**src/rtl/reg_writeback_queue_pkg.sv**
```systemverilog
// rtl/reg_writeback_queue_pkg.sv - processor-wide register-writeback types and widths
//
// Purpose: register-file geometry shared by the writeback stage, decode and the
//          register file itself, plus the queued write entry type.
// Ports:   none (package).

package reg_writeback_queue_pkg;

   localparam int DATA_W   = 16;  // register file DataIn width
   localparam int ADDR_W   = 4;   // 16 architectural registers
   localparam int WB_DEPTH = 4;   // default writeback queue depth

   typedef struct packed {
      logic [ADDR_W-1:0] addr;
      logic [DATA_W-1:0] data;
   } wb_entry_t;

endpackage

```
**src/rtl/reg_writeback_queue_if.sv**
```systemverilog
// rtl/reg_writeback_queue_if.sv - request, register-file and hazard signals of the writeback queue
//
// Purpose: bundles the ALU/load request handshakes, the register file write port
//          and the decode hazard check into one interface.
// Ports:   slave modport is the queue side; master modport is the surrounding
//          pipeline (ALU, load unit, register file, decode).

interface reg_writeback_queue_if
   import reg_writeback_queue_pkg::*;
#(
   parameter int DEPTH = WB_DEPTH
);

   localparam int CNT_W = $clog2(DEPTH + 1);

   logic              AluValid;
   logic [ADDR_W-1:0] AluAddr;
   logic [DATA_W-1:0] AluData;
   logic              AluReady;

   logic              MemValid;
   logic [ADDR_W-1:0] MemAddr;
   logic [DATA_W-1:0] MemData;
   logic              MemReady;

   logic              Hold;
   logic              Write;
   logic [ADDR_W-1:0] WriteAddr;
   logic [DATA_W-1:0] DataIn;

   logic [ADDR_W-1:0] ChkAddrA;
   logic [ADDR_W-1:0] ChkAddrB;
   logic              HazardA;
   logic              HazardB;

   logic [CNT_W-1:0]  Count;

   modport slave (
      input  AluValid, AluAddr, AluData,
      output AluReady,
      input  MemValid, MemAddr, MemData,
      output MemReady,
      input  Hold,
      output Write, WriteAddr, DataIn,
      input  ChkAddrA, ChkAddrB,
      output HazardA, HazardB,
      output Count
   );

   modport master (
      output AluValid, AluAddr, AluData,
      input  AluReady,
      output MemValid, MemAddr, MemData,
      input  MemReady,
      output Hold,
      input  Write, WriteAddr, DataIn,
      output ChkAddrA, ChkAddrB,
      input  HazardA, HazardB,
      input  Count
   );

endinterface

```
**src/rtl/reg_writeback_queue_wb_fifo.sv**
```systemverilog
// rtl/reg_writeback_queue_wb_fifo.sv - in-order DEPTH-entry storage for pending register writes
//
// Purpose: circular buffer of wb_entry_t with head/tail pointers and occupancy.
//          The caller guarantees push only when not full and pop only when not empty.
// Ports:   clk, rst_n      clock, asynchronous active-low reset
//          push/push_entry  write push_entry at tail
//          pop              retire the head entry
//          head_entry       entry at head (meaningful when count != 0)
//          entries          raw storage, for hazard comparison
//          valid_vec        per-slot occupancy flag
//          count            occupied entries

module wb_fifo
   import reg_writeback_queue_pkg::*;
#(
   parameter  int DEPTH = WB_DEPTH,
   localparam int PTR_W = $clog2(DEPTH),
   localparam int CNT_W = $clog2(DEPTH + 1)
) (
   input  logic             clk,
   input  logic             rst_n,
   input  logic             push,
   input  wb_entry_t        push_entry,
   input  logic             pop,
   output wb_entry_t        head_entry,
   output wb_entry_t        entries [DEPTH],
   output logic [DEPTH-1:0] valid_vec,
   output logic [CNT_W-1:0] count
);

   logic [PTR_W-1:0] head_q, head_d;
   logic [PTR_W-1:0] tail_q, tail_d;
   logic [CNT_W-1:0] count_q, count_d;
   wb_entry_t        mem_q [DEPTH];
   wb_entry_t        mem_d [DEPTH];
   logic [PTR_W-1:0] rel;

   // DEPTH is a power of two, so pointer overflow is the modulo-DEPTH wrap.
   always_comb begin
      head_d  = head_q;
      tail_d  = tail_q;
      count_d = count_q;
      mem_d   = mem_q;
      if (push) begin
         mem_d[tail_q] = push_entry;
         tail_d        = tail_q + PTR_W'(1);
      end
      if (pop) begin
         head_d = head_q + PTR_W'(1);
      end
      if (push && !pop) begin
         count_d = count_q + CNT_W'(1);
      end else if (pop && !push) begin
         count_d = count_q - CNT_W'(1);
      end
   end

   always_ff @(posedge clk or negedge rst_n) begin
      if (!rst_n) begin
         head_q  <= '0;
         tail_q  <= '0;
         count_q <= '0;
         for (int i = 0; i < DEPTH; i++) begin
            mem_q[i] <= '0;
         end
      end else begin
         head_q  <= head_d;
         tail_q  <= tail_d;
         count_q <= count_d;
         mem_q   <= mem_d;
      end
   end

   // A slot is occupied when its distance from head (mod DEPTH) is below count.
   always_comb begin
      valid_vec = '0;
      rel       = '0;
      for (int i = 0; i < DEPTH; i++) begin
         rel          = PTR_W'(i) - head_q;
         valid_vec[i] = CNT_W'(rel) < count_q;
      end
   end

   assign head_entry = mem_q[head_q];
   assign entries    = mem_q;
   assign count      = count_q;

endmodule

```
**src/rtl/reg_writeback_queue.sv**
```systemverilog
// rtl/reg_writeback_queue.sv - writeback queue between ALU/load results and the register file
//
// Purpose: accepts at most one register write per cycle (load before ALU), holds
//          them in order, drains one per cycle to the register file unless held,
//          and flags decode reads whose register still has a queued write.
// Ports:   CLK     system clock
//          RST_N   asynchronous active-low reset; discards all queued writes
//          bus     reg_writeback_queue_if slave: Alu*/Mem* requests, Hold,
//                  Write/WriteAddr/DataIn, ChkAddrA/B, HazardA/B, Count

module reg_writeback_queue
   import reg_writeback_queue_pkg::*;
#(
   parameter int DEPTH = WB_DEPTH
) (
   input  logic                 CLK,
   input  logic                 RST_N,
   reg_writeback_queue_if.slave bus
);

   localparam int CNT_W = $clog2(DEPTH + 1);
   localparam logic [CNT_W-1:0] FULL_CNT = CNT_W'(DEPTH);

   logic             push;
   logic             pop;
   logic             not_full;
   logic             not_empty;
   wb_entry_t        push_entry;
   wb_entry_t        head_entry;
   wb_entry_t        entries [DEPTH];
   logic [DEPTH-1:0] valid_vec;
   logic [CNT_W-1:0] count;

   wb_fifo #(
      .DEPTH (DEPTH)
   ) u_fifo (
      .clk        (CLK),
      .rst_n      (RST_N),
      .push       (push),
      .push_entry (push_entry),
      .pop        (pop),
      .head_entry (head_entry),
      .entries    (entries),
      .valid_vec  (valid_vec),
      .count      (count)
   );

   assign not_full  = (count != FULL_CNT);
   assign not_empty = (count != '0);

   // The load is the older instruction, so it takes the single enqueue slot.
   // Readiness depends only on registered occupancy: no pass-through when full.
   assign bus.MemReady = not_full;
   assign bus.AluReady = not_full && !bus.MemValid;

   always_comb begin
      push       = 1'b0;
      push_entry = '0;
      if (bus.MemValid && not_full) begin
         push       = 1'b1;
         push_entry = '{addr: bus.MemAddr, data: bus.MemData};
      end else if (bus.AluValid && not_full) begin
         push       = 1'b1;
         push_entry = '{addr: bus.AluAddr, data: bus.AluData};
      end
   end

   // Drain outputs come only from registered queue state; there is no bypass
   // from the request inputs.
   assign pop           = not_empty && !bus.Hold;
   assign bus.Write     = pop;
   assign bus.WriteAddr = not_empty ? head_entry.addr : '0;
   assign bus.DataIn    = not_empty ? head_entry.data : '0;

   // The entry being drained still counts; one being enqueued does not yet.
   always_comb begin
      bus.HazardA = 1'b0;
      bus.HazardB = 1'b0;
      for (int i = 0; i < DEPTH; i++) begin
         if (valid_vec[i] && (entries[i].addr == bus.ChkAddrA)) begin
            bus.HazardA = 1'b1;
         end
         if (valid_vec[i] && (entries[i].addr == bus.ChkAddrB)) begin
            bus.HazardB = 1'b1;
         end
      end
   end

   assign bus.Count = count;

endmodule
```
**src/flat_wrapper.sv**
```systemverilog
// flat-port wrapper written by rule: the top's interface ports become plain ports
module reg_writeback_queue_flat import reg_writeback_queue_pkg::*;
#(
   parameter int DEPTH = WB_DEPTH
)
  (CLK, RST_N, bus_AluValid, bus_AluAddr, bus_AluData, bus_AluReady, bus_MemValid, bus_MemAddr, bus_MemData, bus_MemReady, bus_Hold, bus_Write, bus_WriteAddr, bus_DataIn, bus_ChkAddrA, bus_ChkAddrB, bus_HazardA, bus_HazardB, bus_Count);
  reg_writeback_queue_if #(.DEPTH(DEPTH)) bus_i ();
  input  logic CLK;
  input  logic RST_N;
  input wire logic [$bits(bus_i.AluValid)-1:0] bus_AluValid;
  input wire logic [$bits(bus_i.AluAddr)-1:0] bus_AluAddr;
  input wire logic [$bits(bus_i.AluData)-1:0] bus_AluData;
  output wire logic [$bits(bus_i.AluReady)-1:0] bus_AluReady;
  input wire logic [$bits(bus_i.MemValid)-1:0] bus_MemValid;
  input wire logic [$bits(bus_i.MemAddr)-1:0] bus_MemAddr;
  input wire logic [$bits(bus_i.MemData)-1:0] bus_MemData;
  output wire logic [$bits(bus_i.MemReady)-1:0] bus_MemReady;
  input wire logic [$bits(bus_i.Hold)-1:0] bus_Hold;
  output wire logic [$bits(bus_i.Write)-1:0] bus_Write;
  output wire logic [$bits(bus_i.WriteAddr)-1:0] bus_WriteAddr;
  output wire logic [$bits(bus_i.DataIn)-1:0] bus_DataIn;
  input wire logic [$bits(bus_i.ChkAddrA)-1:0] bus_ChkAddrA;
  input wire logic [$bits(bus_i.ChkAddrB)-1:0] bus_ChkAddrB;
  output wire logic [$bits(bus_i.HazardA)-1:0] bus_HazardA;
  output wire logic [$bits(bus_i.HazardB)-1:0] bus_HazardB;
  output wire logic [$bits(bus_i.Count)-1:0] bus_Count;
  assign bus_i.AluValid = bus_AluValid;
  assign bus_i.AluAddr = bus_AluAddr;
  assign bus_i.AluData = bus_AluData;
  assign bus_AluReady = bus_i.AluReady;
  assign bus_i.MemValid = bus_MemValid;
  assign bus_i.MemAddr = bus_MemAddr;
  assign bus_i.MemData = bus_MemData;
  assign bus_MemReady = bus_i.MemReady;
  assign bus_i.Hold = bus_Hold;
  assign bus_Write = bus_i.Write;
  assign bus_WriteAddr = bus_i.WriteAddr;
  assign bus_DataIn = bus_i.DataIn;
  assign bus_i.ChkAddrA = bus_ChkAddrA;
  assign bus_i.ChkAddrB = bus_ChkAddrB;
  assign bus_HazardA = bus_i.HazardA;
  assign bus_HazardB = bus_i.HazardB;
  assign bus_Count = bus_i.Count;
  reg_writeback_queue #(.DEPTH(DEPTH)) u_core (.CLK(CLK), .RST_N(RST_N), .bus(bus_i));
endmodule
```
**config.mk**
```make
export PLATFORM = sky130hd
export DESIGN_NAME = reg_writeback_queue_flat
export DESIGN_NICKNAME = d
export VERILOG_FILES = /design/src/rtl/reg_writeback_queue_pkg.sv /design/src/rtl/reg_writeback_queue_if.sv /design/src/rtl/reg_writeback_queue_wb_fifo.sv /design/src/rtl/reg_writeback_queue.sv /design/src/flat_wrapper.sv
export SDC_FILE = /design/constraint.sdc
export NUM_CORES = 1
export LEC_CHECK = 0
export ABC_AREA = 1
export CAP_MARGIN = 20
export CORE_ASPECT_RATIO = 0.5
export CORE_MARGIN = 3
export CORE_UTILIZATION = 35
export CTS_BUF_LIST = sky130_fd_sc_hd__clkbuf_8
export CTS_CLUSTER_DIAMETER = 120
export CTS_CLUSTER_SIZE = 10
export DETAILED_ROUTE_END_ITERATION = 10
export PLACE_DENSITY_LB_ADDON = 0.05
export SLEW_MARGIN = 0
export SYNTH_ARGS = -nofsm -noshare
export SYNTH_HDL_FRONTEND = slang
export SYNTH_SLANG_ARGS = --single-unit
```
**constraint.sdc**
```tcl
create_clock -name CLK -period 2.56 [get_ports CLK]
set_input_delay 0.512 -clock CLK [delete_from_list [all_inputs] [get_ports CLK]]
set_output_delay 0.512 -clock CLK [all_outputs]
set_load 0.02 [all_outputs]
```
==> results of run 1 <==
area by class of cell:
class	instances	share of cell area
tap	192	0.0359
inverter	49	0.0286
timing repair buffer	131	0.180
clock buffer	9	0.0185
clock inverter	7	0.0154
sequential	87	0.326
multi-input combinational	575	0.396
cells by family (layout without fill, tap and decap cells):
group / after synthesis / after routing
fa+ha+maj: 10 / 10
buf+inv: 85 / 196
xor+xnor: 6 / 6
flops: 87 / 87
compound gates: 32 / 32
simple gates: 527 / 527
power groups by stage:
stage / sequential [mW] / clock [mW] / combinational (mW)
after floorplan: 2.27 / 0 / 2.86
after global placement: 2.35 / 0 / 4.52
after detailed placement: 2.35 / 0 / 4.53
after CTS: 2.33 / 1.14 / 4.58
after global routing: 2.41 / 1.20 / 5.13
final: 2.34 / 1.11 / 4.61
synthesized netlist by cell type (all sizes together):
master and n:
nand3 71, o22ai 8, dfrtp 87, clkinv 1
clkbuf 4, nand2 422, buf 32, inv 48
nor2 33, ha 9, fa 1, xnor2 1
a21oi 3, a41oi 16, nor3 1, o21ai 4
xor2 5, a21boi 1
worst max path at each step:
stage                                                    from          end  depth (start not counted)
final                     u_core.u_fifo.head_q[1]$_DFFE_PN0P_  bus_HazardA                         15
after global routing      u_core.u_fifo.head_q[1]$_DFFE_PN0P_  bus_HazardA                         15
after CTS                 u_core.u_fifo.head_q[0]$_DFFE_PN0P_  bus_HazardA                         15
after detailed placement  u_core.u_fifo.head_q[1]$_DFFE_PN0P_  bus_HazardB                         14
after global placement    u_core.u_fifo.head_q[1]$_DFFE_PN0P_  bus_HazardB                         14
after floorplan           u_core.u_fifo.head_q[1]$_DFFE_PN0P_  bus_HazardB                         13
registers in the layout, summed over array words and instances, names as in the netlist:
register	flops
u_core.u_fifo.entries	80
u_core.u_fifo.count	3
u_core.u_fifo.head_q	2
u_core.u_fifo.tail_q	2
layer usage:
| layer | global-route usage | part of all wire |
|---|---|---|
| met4 | 0.0395 | 0.0089 |
| met5 | 0 | 0 |
| met3 | 0.0385 | 0.045 |
| met1 | 0.283 | 0.50 |
| met2 | 0.312 | 0.45 |
timing repair:
action                     in CTS  in global routing
pin swaps                       2                  5
gates resized for setup        53                 34
buffers inserted                6                  1
setup endpoints to repair      23                 22
==> qor.txt, run 1 <==
=================================================================================
Simple-gate area share of the yosys netlist                                 0.415
Worst setup margin                                                       -30.1 ps
Syn_area_per_cell                                                      6.99 sq um
Power Density                                                        1210 nW/um^2
Netlist area before placement                                          5220 sq um
Fraction of synthesized cell area in xor and xnor cells                    0.0101
Clock tree root buffer cell                                              clkbuf_8
Highest ir drop seen on vdd                                              0.469 mV
Post-layout minimum cycle time                                            2590 ps
Top Family by Delay on Critical Path                                 buffers and inverters
Slew at the pin closest to its max-slew limit                              517 ps
Total CTS buffers                                                               9
Synth Net Count                                                               810
Number of failing setup endpoints in the final timing report                    1
Synth Instances                                                               747
Top area cells in the synthesized netlist                            dfrtp_1 (42%), nand2_1 (28%), nand3_1 (6.8%)
Delay contributed by the slowest stage of the critical path                430 ps
Wire length of the first global-routing pass                              25.7 mm
Final GP Congestion                                                         0.826
Worst slew margin relative to its limit                                     0.655
Worst R2R End                                                        u_core.u_fifo.count[2]$_DFFE_PN0P_
Overall die width                                                          179 um
IO buf count                                                                   80
Placed Instances                                                             1027
Area taken by flip-flops and latches                                   2180 sq um
Inserted Diodes                                                                 0
Multiplexer fraction of the synthesized cell area                               0
Pin count of the biggest net entering global routing                           34
Vias in the first global route                                               4809
Internal power                                                            4.26 mW
Final Instance Area                                                    6680 sq um
Mean number of vias per cell                                                 4.79
Top-area cell type share of the netlist area                                0.417
CP Class                                                               reg -> out
Antenna violations before repair                                                0
Clock tree from TritonCTS                                                    done
Slowest stage cell on the critical path                                   dfrtp_1
Placed Area                                                            6360 sq um
Vias                                                                         5033
Area enclosed by the die boundary                                     16500 sq um
Worst Hold Class                                                      in -> async
Largest buffer count on any clock path                                          2
Launching point of the worst reg2reg path                            u_core.u_fifo.count[1]$_DFFE_PN0P_
Startpoint type of the worst setup path                                      flop
Area Overhead vs Synth                                                      28.0%
Design Power                                                              8.06 mW
Core Region                                                           14100 sq um
I/O Pins                                                                       81
Hold-fix buffer count after cts                                                 0
CTS clock-pin slew for the worst setup and hold paths                      100 ps
Crit. End Element                                                     output port
Number of optimization iterations in the first detailed-route pass              5
Worst endpoint data arrival time                                          2080 ps
Total number of H-tree levels                                                   3
Area occupied by multi-input gates                                     2650 sq um
Height of the die                                                         92.4 um
Result of the run                                                    complete, but fails checks
Unrepaired setup endpoints after global routing                              true
WHS                                                                       82.2 ps
Register-to-Register Path Depth                                                11
Register area share after synthesis                                         0.417
Insertion delay to the later sink of the worst-skew pair                   370 ps
All-Layer GR Usage                                                          0.198
Final Util                                                                  0.475
Post-DP HPWL                                                              10.6 mm
Power share of the combinational group                                      0.572
Distinct cell type count of the synthesized netlist                            28
Violations in the final reports                                      negative setup slack
Switching portion of total power                                            0.471
Final period utilization                                                     1.01
Net switching power                                                       3.79 mW
Fill cell total of the finished layout                                       1466
Floorplan row count                                                            30
Critical Path RT                                                          2050 ps
Final cell count without fillers                                             1050
YS warnings                                                                     0
Number of nets in the layout                                                  916
Complex-gate fraction of the synthesized area                              0.0453
Adder and majority cell fraction of the synthesized area                   0.0254
Detail-routed net length per standard cell                                15.0 um
Buf+Inv Stages, Crit Path                                                       7
Count of clock tree sinks                                                      87
Setup Skew                                                                10.6 ps
Combinational family with the most area after synthesis              simple AND/OR/NAND/NOR gates
Worst Setup Slack post-DPL                                                -190 ps
DRC violations left                                                             0
Final Hold Viols                                                                0
Reg power frac                                                              0.290
Commonest non-fill, non-tap cells in the layout                      nand2_1 (391), dfrtp_1 (86), nand3_1 (70), clkdlybuf4s50_1 (56), buf_4 (44)
Most frequent CP cell                                                       buf_6
Cells along the critical path                                        buf_6 -> nand2_4 -> nand2_4 -> inv_4 -> ha_4 -> inv_2 -> nor2_1 -> a21boi_1 -> buf_4 -> buf_6 -> nand3_2 -> nand2_1 -> inv_1 -> nand2_1 -> buf_6
Maximum clock frequency                                                   386 MHz
Max Cap Viol                                                                    0
Cell taking the most area after synthesis                                 dfrtp_1
Leftover overflow at the end of global routing                                  0
Setup slack of the most critical reg-to-reg path                           270 ps
Final-report max-slew violation count                                           0
Register bit total from synthesis                                              87
Setup TNS                                                                -30.1 ps
Routed Wire Length                                                        15.8 mm
Most common library cell in the layout ignoring fill and taps             nand2_1
Clock group share of total power                                            0.138
Maximum fanout along the worst path                                             3
Fraction of layout cells with a size suffix above 1                         0.153
Antenna-violating nets left                                                     0
Initial standard-cell utilization of the core                               0.371
Static power due to leakage                                               3.54 nW
Iteration-0 DRC count of the detailed router                                  243
=================================================================================
Note: power is estimated with default switching activity, not from simulation.
==> inputs of run 2 (changes only) <==
==> constraint.sdc (replaced) <==
create_clock -name CLK -period 2.56 [get_ports CLK]
set_input_delay 0.512 -clock CLK [delete_from_list [all_inputs] [get_ports CLK]]
set_output_delay 0.512 -clock CLK [all_outputs]
set_load 0.1 [all_outputs]
==> run 2 against run 1 <==
Clock skew down 4.6 ps. Wire length is 1.4% higher. Sequential power hardly changed. Flip-flop and latch count is the same. Largest cell class unchanged. The run still ends with negative setup slack left.
==> qor.txt, run 2 (synthesis results as in run 1) <==
=================================================================================
Result of the run                                                    complete, but fails checks
Violations in the final reports                                      negative setup slack
I/O Pins                                                                       81
Critical Path RT                                                          2050 ps
Post-DP HPWL                                                              10.4 mm
Hold-fix buffer count after cts                                                 0
Antenna-violating nets left                                                     0
Fraction of layout cells with a size suffix above 1                         0.186
Clock tree from TritonCTS                                                    done
IO buf count                                                                   80
Slew at the pin closest to its max-slew limit                              512 ps
Worst setup margin                                                       -44.2 ps
Unrepaired setup endpoints after global routing                              true
Number of nets in the layout                                                  893
Routed Wire Length                                                        16.0 mm
Floorplan row count                                                            30
DRC violations left                                                             0
Number of failing setup endpoints in the final timing report                    2
Iteration-0 DRC count of the detailed router                                  437
Commonest non-fill, non-tap cells in the layout                      nand2_1 (388), dfrtp_1 (83), nand3_1 (68), clkdlybuf4s50_1 (51), inv_1 (38)
Count of clock tree sinks                                                      87
Insertion delay to the later sink of the worst-skew pair                   350 ps
Antenna violations before repair                                                0
All-Layer GR Usage                                                          0.201
CTS clock-pin slew for the worst setup and hold paths                       90 ps
Height of the die                                                         92.4 um
Maximum clock frequency                                                   384 MHz
Most common library cell in the layout ignoring fill and taps             nand2_1
Power Density                                                        1530 nW/um^2
Pin count of the biggest net entering global routing                           36
Cells along the critical path                                        inv_2 -> nand2_2 -> nand2_2 -> inv_2 -> ha_4 -> inv_2 -> nor2_1 -> a21boi_1 -> buf_4 -> nand3_2 -> nand2_1 -> inv_1 -> nand2_2 -> buf_12
Mean number of vias per cell                                                 4.89
Area Overhead vs Synth                                                      35.8%
Wire length of the first global-routing pass                              26.0 mm
Worst Hold Class                                                      in -> async
Setup Skew                                                                5.96 ps
Static power due to leakage                                               3.52 nW
Final GP Congestion                                                         0.890
Final Instance Area                                                    7090 sq um
Inserted Diodes                                                                 0
Max reg flops                                                                  80
Highest ir drop seen on vdd                                               1.21 mV
Total number of H-tree levels                                                   3
Post-layout minimum cycle time                                            2600 ps
Fill cell total of the finished layout                                       1379
Clock tree root buffer cell                                              clkbuf_8
Delay contributed by the slowest stage of the critical path                460 ps
Vias                                                                         5027
Initial standard-cell utilization of the core                               0.371
Final-report max-slew violation count                                           0
Buf+Inv Stages, Crit Path                                                       6
Final Hold Viols                                                                0
Setup TNS                                                                -62.3 ps
CP Class                                                               reg -> out
Crit. End Element                                                     output port
Largest buffer count on any clock path                                          2
Placed Area                                                            6770 sq um
Overall die width                                                          179 um
Leftover overflow at the end of global routing                                  0
Area enclosed by the die boundary                                     16500 sq um
Final period utilization                                                     1.02
Worst slew margin relative to its limit                                     0.658
Top Family by Delay on Critical Path                                 buffers and inverters
Detail-routed net length per standard cell                                15.6 um
Maximum fanout along the worst path                                             4
Worst endpoint data arrival time                                          2090 ps
Number of optimization iterations in the first detailed-route pass              5
Slowest stage cell on the critical path                                   dfrtp_2
Core Region                                                           14100 sq um
Startpoint type of the worst setup path                                      flop
Max Cap Viol                                                                    0
Total CTS buffers                                                               9
Vias in the first global route                                               4932
=================================================================================
==> run 2: metal layers <==
layer / track usage / up-vias / wire length [um]
met2: 0.324 / 145 / 7240
met4: 0.0350 / 0 / 191
met1: 0.281 / 2373 / 7730
met5: 0 / - / 0
met3: 0.0442 / 19 / 863
li1: - / 2490 / -
==> run 2: cell type report <==
| type | count | area [sq um] | share of cell area |
|---|---|---|---|
| timing repair buffer | 108 | 1300 | 0.183 |
| clock buffer | 10 | 138 | 0.0194 |
| inverter | 49 | 189 | 0.0266 |
| multi-input combinational | 575 | 2990 | 0.421 |
| tap | 192 | 240 | 0.0339 |
| sequential | 87 | 2180 | 0.308 |
| clock inverter | 6 | 52.6 | 0.00741 |
==> run 2: final timing paths <==
path	cells past startpoint	slack (ps)	end	from
max	14	-40	bus_HazardB	u_core.u_fifo.head_q[1]$_DFFE_PN0P_
min	1	100	u_core.u_fifo.entries[47]$_DFFE_PN0P_	RST_N
max reg2reg	10	340	u_core.u_fifo.count[2]$_DFFE_PN0P_	u_core.u_fifo.count[1]$_DFFE_PN0P_
min reg2reg	2	490	u_core.u_fifo.entries[60]$_DFFE_PN0P_	u_core.u_fifo.entries[60]$_DFFE_PN0P_
max in group asynchronous	2	1910	u_core.u_fifo.entries[79]$_DFFE_PN0P_	RST_N
min in group CLK	2	490	u_core.u_fifo.entries[60]$_DFFE_PN0P_	u_core.u_fifo.entries[60]$_DFFE_PN0P_
==> run 2: per-stage QoR <==
step                utilization  cells  setup slack, ps  hold slack (ps)  power, mW
finish                    0.504   1027            -44.2              104       10.8
global route              0.504   1027             -159              120       11.5
CTS                       0.501   1026            -35.0              104       10.8
detailed placement        0.481   1003              148              466       9.62
global placement          0.481   1003              161              463       9.60
floorplan                     -    747             20.7              216       7.37
==> run 2: power by group <==
group | internal (mW) | total, mW | switching (mW)
Clock | 0.466 | 0.945 | 0.479
Combinational | 2.54 | 7.51 | 4.97
Sequential | 1.94 | 2.37 | 0.431
Total | 4.95 | 10.8 | 5.88
==> run 2: what timing repair did <==
| item | in CTS | in global routing |
|---|---|---|
| pin swaps | 4 | 9 |
| buffers inserted | 7 | 1 |
| endpoints found under the setup margin | 6 | 15 |
| gates resized for setup | 13 | 12 |
==> run 2: worst register-to-register path: stages (launching register included) <==
cell and delay, ps:
dfrtp_4 480, buf_4 140, nor3_2 350, nor2_4 110, inv_1 70, ha_1 130, inv_1 60, fa_1 370
a21oi_1 140, o21ai_0 100, xor2_1 150
